## src/rtl/fifo_rd_drainer_if.sv

```systemverilog
// Read-domain bundle between an async FIFO, the drainer and its downstream stream sink.
// The master modport is the drainer's view; slave is the FIFO/sink environment's view.
interface fifo_rd_drainer_if #(
    parameter int DATA_WIDTH  = 8,
    parameter int COUNT_WIDTH = 16
);
    logic                   en;
    logic                   empty;
    logic [DATA_WIDTH-1:0]  fifo_rdata;
    logic                   r_en;
    logic                   m_valid;
    logic                   m_ready;
    logic [DATA_WIDTH-1:0]  m_data;
    logic [COUNT_WIDTH-1:0] rd_count;

    modport master (
        input  en,
        input  empty,
        input  fifo_rdata,
        input  m_ready,
        output r_en,
        output m_valid,
        output m_data,
        output rd_count
    );

    modport slave (
        output en,
        output empty,
        output fifo_rdata,
        output m_ready,
        input  r_en,
        input  m_valid,
        input  m_data,
        input  rd_count
    );
endinterface

```

## src/rtl/fifo_rd_drainer.sv

```systemverilog
// Async-FIFO read-side drainer: issues r_en, absorbs the 1-cycle read latency and
// re-presents words on a valid/ready stream through a 2-entry skid buffer.
module fifo_rd_drainer #(
    parameter int DATA_WIDTH  = 8,
    parameter int COUNT_WIDTH = 16
) (
    input  logic              rclk,
    input  logic              rrst_n,
    fifo_rd_drainer_if.master bus
);

    logic                   pending_q, pending_d;
    logic [1:0]             occ_q, occ_d;
    logic [DATA_WIDTH-1:0]  skid_q [2];
    logic [DATA_WIDTH-1:0]  skid_d [2];
    logic [COUNT_WIDTH-1:0] rdCount_q, rdCount_d;

    logic       pop;
    logic       push;
    logic       hasSpace;
    logic       rEn;
    logic [1:0] wrSlot;

    // A read is only issued when the buffer can take it counting the word in flight.
    always_comb begin
        pop       = (occ_q != 2'd0) & bus.m_ready;
        push      = pending_q;
        hasSpace  = ({1'b0, occ_q} + {2'b00, pending_q}) < (3'd2 + {2'b00, pop});
        rEn       = rrst_n & bus.en & ~bus.empty & hasSpace;
        wrSlot    = occ_q - {1'b0, pop};

        pending_d = rEn;
        occ_d     = occ_q + {1'b0, push} - {1'b0, pop};
        rdCount_d = rdCount_q + COUNT_WIDTH'(pop);

        skid_d    = skid_q;
        if (pop) begin
            skid_d[0] = skid_q[1];
        end
        if (push) begin
            skid_d[wrSlot[0]] = bus.fifo_rdata;
        end
    end

    always_ff @(posedge rclk) begin
        if (!rrst_n) begin
            pending_q <= 1'b0;
            occ_q     <= 2'd0;
            rdCount_q <= '0;
        end else begin
            pending_q <= pending_d;
            occ_q     <= occ_d;
            rdCount_q <= rdCount_d;
        end
    end

    // Storage needs no reset: its contents are ignored while occupancy is zero.
    always_ff @(posedge rclk) begin
        skid_q <= skid_d;
    end

    assign bus.r_en     = rEn;
    assign bus.m_valid  = (occ_q != 2'd0);
    assign bus.m_data   = skid_q[0];
    assign bus.rd_count = rdCount_q;

endmodule

```

## src/flat_wrapper.sv

```systemverilog
// flat-port wrapper written by rule: the top's interface ports become plain ports
module fifo_rd_drainer_flat 
#(
    parameter int DATA_WIDTH  = 8,
    parameter int COUNT_WIDTH = 16
)
  (rclk, rrst_n, bus_en, bus_empty, bus_fifo_rdata, bus_m_ready, bus_r_en, bus_m_valid, bus_m_data, bus_rd_count);
  fifo_rd_drainer_if #(.DATA_WIDTH(DATA_WIDTH), .COUNT_WIDTH(COUNT_WIDTH)) bus_i ();
  input  logic rclk;
  input  logic rrst_n;
  input wire logic [$bits(bus_i.en)-1:0] bus_en;
  input wire logic [$bits(bus_i.empty)-1:0] bus_empty;
  input wire logic [$bits(bus_i.fifo_rdata)-1:0] bus_fifo_rdata;
  input wire logic [$bits(bus_i.m_ready)-1:0] bus_m_ready;
  output wire logic [$bits(bus_i.r_en)-1:0] bus_r_en;
  output wire logic [$bits(bus_i.m_valid)-1:0] bus_m_valid;
  output wire logic [$bits(bus_i.m_data)-1:0] bus_m_data;
  output wire logic [$bits(bus_i.rd_count)-1:0] bus_rd_count;
  assign bus_i.en = bus_en;
  assign bus_i.empty = bus_empty;
  assign bus_i.fifo_rdata = bus_fifo_rdata;
  assign bus_i.m_ready = bus_m_ready;
  assign bus_r_en = bus_i.r_en;
  assign bus_m_valid = bus_i.m_valid;
  assign bus_m_data = bus_i.m_data;
  assign bus_rd_count = bus_i.rd_count;
  fifo_rd_drainer #(.DATA_WIDTH(DATA_WIDTH), .COUNT_WIDTH(COUNT_WIDTH)) u_core (.rclk(rclk), .rrst_n(rrst_n), .bus(bus_i));
endmodule
```

## config.mk

```make
export PLATFORM = sky130hd
export DESIGN_NAME = fifo_rd_drainer_flat
export DESIGN_NICKNAME = d
export VERILOG_FILES = /design/src/rtl/fifo_rd_drainer_if.sv /design/src/rtl/fifo_rd_drainer.sv /design/src/flat_wrapper.sv
export SDC_FILE = /design/constraint.sdc
export NUM_CORES = 1
export LEC_CHECK = 0
export CAP_MARGIN = 0
export CORE_ASPECT_RATIO = 0.5
export CORE_UTILIZATION = 42
export DETAILED_ROUTE_END_ITERATION = 8
export PLACE_DENSITY = 0.7
export SETUP_SLACK_MARGIN = 0.2
export SLEW_MARGIN = 15
export SYNTH_ARGS = -nofsm -noshare
export SYNTH_HDL_FRONTEND = slang
export SYNTH_SLANG_ARGS = --single-unit
export TNS_END_PERCENT = 30
```

## constraint.sdc

```tcl
create_clock -name rclk -period 2.48 [get_ports rclk]
set_clock_uncertainty 0.1 [all_clocks]
set_input_delay 0.496 -clock rclk [delete_from_list [all_inputs] [get_ports rclk]]
set_output_delay 0.496 -clock rclk [all_outputs]
set_load 0.1 [all_outputs]
```

==> Word-level counts from Yosys, hierarchy flattened <==
Cells that the tools add are included.
{ "totals": {"n_memories": 0, "out_inout_bits": 26, "register_bits": 35, "ramBits": 0, "latch_bits": 0, "mem_bits_ro": 0, "in_bits": 13, "word_cells": 27} }
{ "classes": {"reduce_logical": 2, "n_mux": 5, "addsub": 6, "n_shift": 0, "n_mul": 0, "div": 0, "n_bitwise": 6, "order_cmp": 3, "eq_ne": 0} }
{ "ops": {"columns": ["operator", "n"], "rows": [
  ["$add A16 B1 Y16", 1],
  ["$bwmux W16", 1],
  ["$mux W16", 1],
  ["$mux W8", 2],
  ["$demux W8 S1", 1],
  ["$and A1 B1 Y1", 4],
  ["$add A2 B1 Y3", 1],
  ["$add A2 B1 Y3 const A", 1],
  ["$lt A3 B3 Y1", 1],
  ["$add A2 B1 Y2", 1],
  ["$ge A2 B2 Y1 const B", 1],
  ["$lt A2 B1 Y1 const B", 1],
  ["$not A1 Y2", 1],
  ["$reduce_bool A2 Y1", 1],
  ["$sub A2 B1 Y2", 1],
  ["$logic_and A1 B1 Y1", 1],
  ["$not A1 Y1", 1],
  ["$sub A1 B1 Y1", 1]
]} }

==> Longest topological paths before layout <==
Gate-level depths: netlist of run 1.
{ "depth": {"word_depth": 10, "ltp_mapped": 9, "depth_no_buf": 8} }

==> Least setup slack after synthesis of run 1 <==
Ideal clock, no wire load.
{ "synth_timing": {"path_type": "register to output", "start": "register u_core.occ_q[1]", "end": "output bus_r_en", "stages_incl_launch_ff": 5, "n_path_buf": 0, "required_time_ps": 1884, "arrival_ps": 4679, "path_slack_ps": -2795, "path_cell_list": "dfxtp_1 -> or2_1 -> nand2_1 -> o21ai_0 -> nor4b_1"} }
{ "synth_between": {"elab_chain_len": 5, "word_cells_on_any_way": 6, "cone_classes": "2 x add/sub; 1 x order compare; 2 x bitwise; 1 x reduce/logical"} }
{ "synth_rtl": {"columns": ["item", "line_no", "rtl"], "rows": [
  ["start, declared", "fifo_rd_drainer.sv:13", "logic [1:0] occ_q, occ_d;"],
  ["start signal, assigned", "fifo_rd_drainer.sv:48", "occ_q <= 2'd0;"],
  ["start signal, assigned", "fifo_rd_drainer.sv:52", "occ_q <= occ_d;"],
  ["$reduce_bool A2 Y1", null, null],
  ["via bus_m_valid", "flat_wrapper.sv:16", "output wire logic [$bits(bus_i.m_valid)-1:0] bus_m_valid;"],
  ["$and A1 B1 Y1", "fifo_rd_drainer.sv:26", "pop = (occ_q != 2'd0) & bus.m_ready;"],
  ["$add A2 B1 Y3", "fifo_rd_drainer.sv:28", "hasSpace = ({1'b0, occ_q} + {2'b00, pending_q}) < (3'd2 + {2'b00, pop});"],
  ["$lt A3 B3 Y1", "fifo_rd_drainer.sv:28", null],
  ["$and A1 B1 Y1", "fifo_rd_drainer.sv:29", "rEn = rrst_n & bus.en & ~bus.empty & hasSpace;"],
  ["end, declared", "flat_wrapper.sv:15", "output wire logic [$bits(bus_i.r_en)-1:0] bus_r_en;"]
]} }
The timed path passes the listed nets, and every way through them passes these cells.

==> Worst setup path after layout of run 1 <==
{ "layout_timing": {"start": "register u_core.pending_q", "end": "output bus_r_en"} }
{ "layout_between": {"elab_chain_len": 3} }
{ "layout_rtl": {"columns": ["item", "line_no", "rtl"], "rows": [
  ["start, declared", "fifo_rd_drainer.sv:12", "logic pending_q, pending_d;"],
  ["start signal, assigned", "fifo_rd_drainer.sv:51", "pending_q <= pending_d;"],
  ["$add A2 B1 Y3", "fifo_rd_drainer.sv:28", null],
  ["$lt A3 B3 Y1", "fifo_rd_drainer.sv:28", null],
  ["$and A1 B1 Y1", "fifo_rd_drainer.sv:29", null]
]} }
Every way passes these cells.

==> results_dict.tcl, run 1 <==
set metrics [dict create \
    drt_iter0_drc 5 \
    r2r_slack_ns 0.72 \
    r2r_end "u_core.occ_q[1]" \
    fin_cells 250 \
    die_w_um 88.3 \
    io_pins 39 \
    power.leakage_nw 0.882 \
    die_h_um 45.2 \
    clock_latency_ns 0.27 \
    antenna_cells 0 \
    path_buf_inv 1 \
    max_cap_viol_count 0 \
    clockRootBuffer "clkbuf_8" \
    drive_gt1_share_pct 28.1 \
    r2r-start "u_core.occ_q[1]" \
    synth_nets 173 \
    synth-xor-area-share_pct 6.16 \
    synth_mux_area_share_pct 6.40 \
    end_kind "output pin" \
    slew_violations 0 \
    synthDistinctLibCells 27 \
    tightest_slew_ns 0.414 \
    holdBufCountCts 0 \
    setup_viol 0 \
    die_area_um2 3990 \
    setup_ws_ns 0.295 \
    rows 15 \
    r2r_cells 7 \
    status "finished, final reports clean" \
    cpPeakStageDelay_ns 0.38 \
    hold_viol 0 \
    utilization_pct 59.6 \
    io_buffers 38 \
    rsz0062_at_grt "false" \
    crit_fanout 6 \
    min_path_cells 2 \
    ant_nets 0 \
    min_period_ns 2.18 \
    wl_per_cell_um 11.5 \
    drc 0 \
    avgSynthCellArea_um2 10.1 \
    synth_top_family_by_area "simple AND/OR/NAND/NOR gates" \
    slowest_stage "dfxtp_2" \
    synth-seq-cells 35 \
    relSlewSlack_pct 72.4 \
    gr-total-overflow 0 \
    area_growth_pct 33.0 \
    syn_area_um2 1560 \
    crit_required_ns 1.88 \
    mostFrequentLayoutCells "buf_4, dfxtp_1, nor2_1, a21oi_1, clkdlybuf4s50_1" \
    fmax_ghz 0.458 \
    tritoncts "yes" \
    synth-seq-area-share_pct 49.9 \
    place_area_um2 1970 \
    min_from "u_core.bus.rd_count[15]" \
    cts.path.max_buffers 2 \
    gp_congestion 0.722 \
    synth.top_cell.area_share_pct 34.6 \
    synth_compound_area_share_pct 6.40 \
    final_nets 216 \
    totalPowerFinal_mw 2.28 \
    grt_pass1_vias 1007 \
    grt_pass1_wl_um 4530 \
    first_pass_iters 3 \
    numCtsBuffers 5 \
    vdd_ir_drop_max_uv 736 \
    synth_area_leaders "dfxtp_1, edfxtp_1, mux2i_1, xnor2_1, nor2_1" \
    design_area_um2 2080 \
    track_usage_pct 15.3 \
    min_path_type "flip-flop to flip-flop" \
    core_area_um2 3490 \
    path_class "flip-flop to output pin" \
    final_common_cell "buf_4" \
    drt-total-wl_um 2880 \
    fin_crit_sh_pct 88.1 \
    cts.sinks 35 \
    synth-simple-area-share_pct 21.4 \
    synth_fa_ha_area_share_pct 4.00 \
    hold_end "u_core.bus.rd_count[15]" \
    yosysWarnings 0 \
    synthesis.instances 155 \
    crit_arrival_ns 1.59 \
    power_density_nw_per_um2 1090 \
    crit_family "adder cells" \
    htree_levels 2 \
    via_per_inst 4.74 \
    path_clk_slew_ns 0.07 \
    start_kind "flip-flop" \
    place_ws_ns 0.129 \
    grt_max_degree 14 \
    vias 1184 \
    dp_cells 240 \
    start_util_pct 44.8 \
    yosys.area.top_type "dfxtp_1" \
    path_cells "ha_2, ha_4, o21ai_2, nor4b_4, buf_12" \
    place_hpwl_um 2150 \
    antenna_found_initial 0 \
]
==> stage by stage <==
step | hold slack (ns) | setup TNS [ns]
6_report | 0.376 | 0
5_1_grt | 0.420 | 0
3_3_place_gp | 0.358 | 0
2_1_floorplan | 0.406 | -0.0536
3_5_place_dp | 0.371 | 0
4_1_cts | 0.382 | 0
==> worst register-to-register path: cells and delay by family (launching register included) <==
kind	cells	cell delay, ns
adders and majority gates	1	0.19
AOI/OAI and AO/OA	1	0.15
xor gates and xnor gates	2	0.21
and+or+nand+nor	3	0.67
DFF	1	0.36
==> logic make-up (layout without fill, tap and decap cells) <==
family                   count (synthesis)  in the layout
AO/OA/AOI/OAI                           19             19
XOR/XNOR                                11             11
adder cells (fa/ha/maj)                  5              5
buffers and inverters                   15             59
flip-flops                              35             35
multiplexers                            10             10
AND/OR/NAND/NOR                         60             60
==> Yosys cell counts <==
cell type and number:
o211ai_1 1, nand4_1 2, nand4_4 1, nor3_2 1, a21oi_1 12, a21boi_0 1
nor2_1 20, xor2_1 2, edfxtp_1 8, nor4_2 3, o21ai_0 5, nand3_1 7
or3_1 4, nand3b_1 1, inv_1 4, nor4b_1 2, nor3_1 3, clkbuf_1 2
xnor2_1 9, nand2_1 9, mux2i_1 10, ha_1 5, or2_1 1, buf_4 9
and2_1 3, dfxtp_1 27, nand2b_1 3
==> repair_timing <==
action,CTS,global route
setup endpoints to repair,1,1
pin swaps,0,1
buffers inserted,0,2
gates cloned,0,0
resized for setup,1,4
==> how the worst max path moves through the flow <==
stage	from	endpoint	slack, ns	cells past startpoint
after CTS	u_core.pending_q	bus_r_en	0.21	5
after global routing	u_core.pending_q	bus_r_en	0.21	5
after floorplan	u_core.occ_q[1]	bus_r_en	-0.05	4
after detailed placement	bus_m_ready	u_core.bus.rd_count[14]	0.13	8
after global placement	bus_m_ready	bus_r_en	0.15	5
final	u_core.pending_q	bus_r_en	0.30	5
==> power breakdown <==
part	internal (mW)	switching (mW)
registers	0.688	0.0648
logic	0.311	0.828
clock network	0.197	0.187
total	1.20	1.08
==> metal layers <==
metal	wire length, µm	vias up	track usage [%]
li1	-	620	-
met1	1340	544	19.2
met2	1410	18	25.5
met3	105	2	6.03
met4	14	0	2.90
met5	0	-	0
==> area by class of cell <==
cell class,count,area [µm²]
repair buffers,47,394
multi-input cells,105,737
flip-flops and latches,35,788
clock inverters,1,5.00
clock buffers,7,76.3
fillers,315,1410
inverters,4,15.0
well taps,51,63.8
Power figures use the tool's default switching activity.
==> run 2, diff against run 1 <==
--- a/config.mk
+++ b/config.mk
@@ -5,6 +5,7 @@
 export SDC_FILE = /design/constraint.sdc
 export NUM_CORES = 1
 export LEC_CHECK = 0
+export ABC_AREA = 0
 export CAP_MARGIN = 0
 export CORE_ASPECT_RATIO = 0.5
 export CORE_UTILIZATION = 42
==> results of run 2 <==
Final layout, timing and power as in run 1 (identical DEF).
==> run 3, diff against run 2 <==
--- a/config.mk
+++ b/config.mk
@@ -10,6 +10,7 @@
 export CORE_ASPECT_RATIO = 0.5
 export CORE_UTILIZATION = 42
 export DETAILED_ROUTE_END_ITERATION = 8
+export HOLD_SLACK_MARGIN = 0.05
 export PLACE_DENSITY = 0.7
 export SETUP_SLACK_MARGIN = 0.2
 export SLEW_MARGIN = 15
==> results of run 3 <==
Final layout, timing and power as in run 1 (identical DEF).
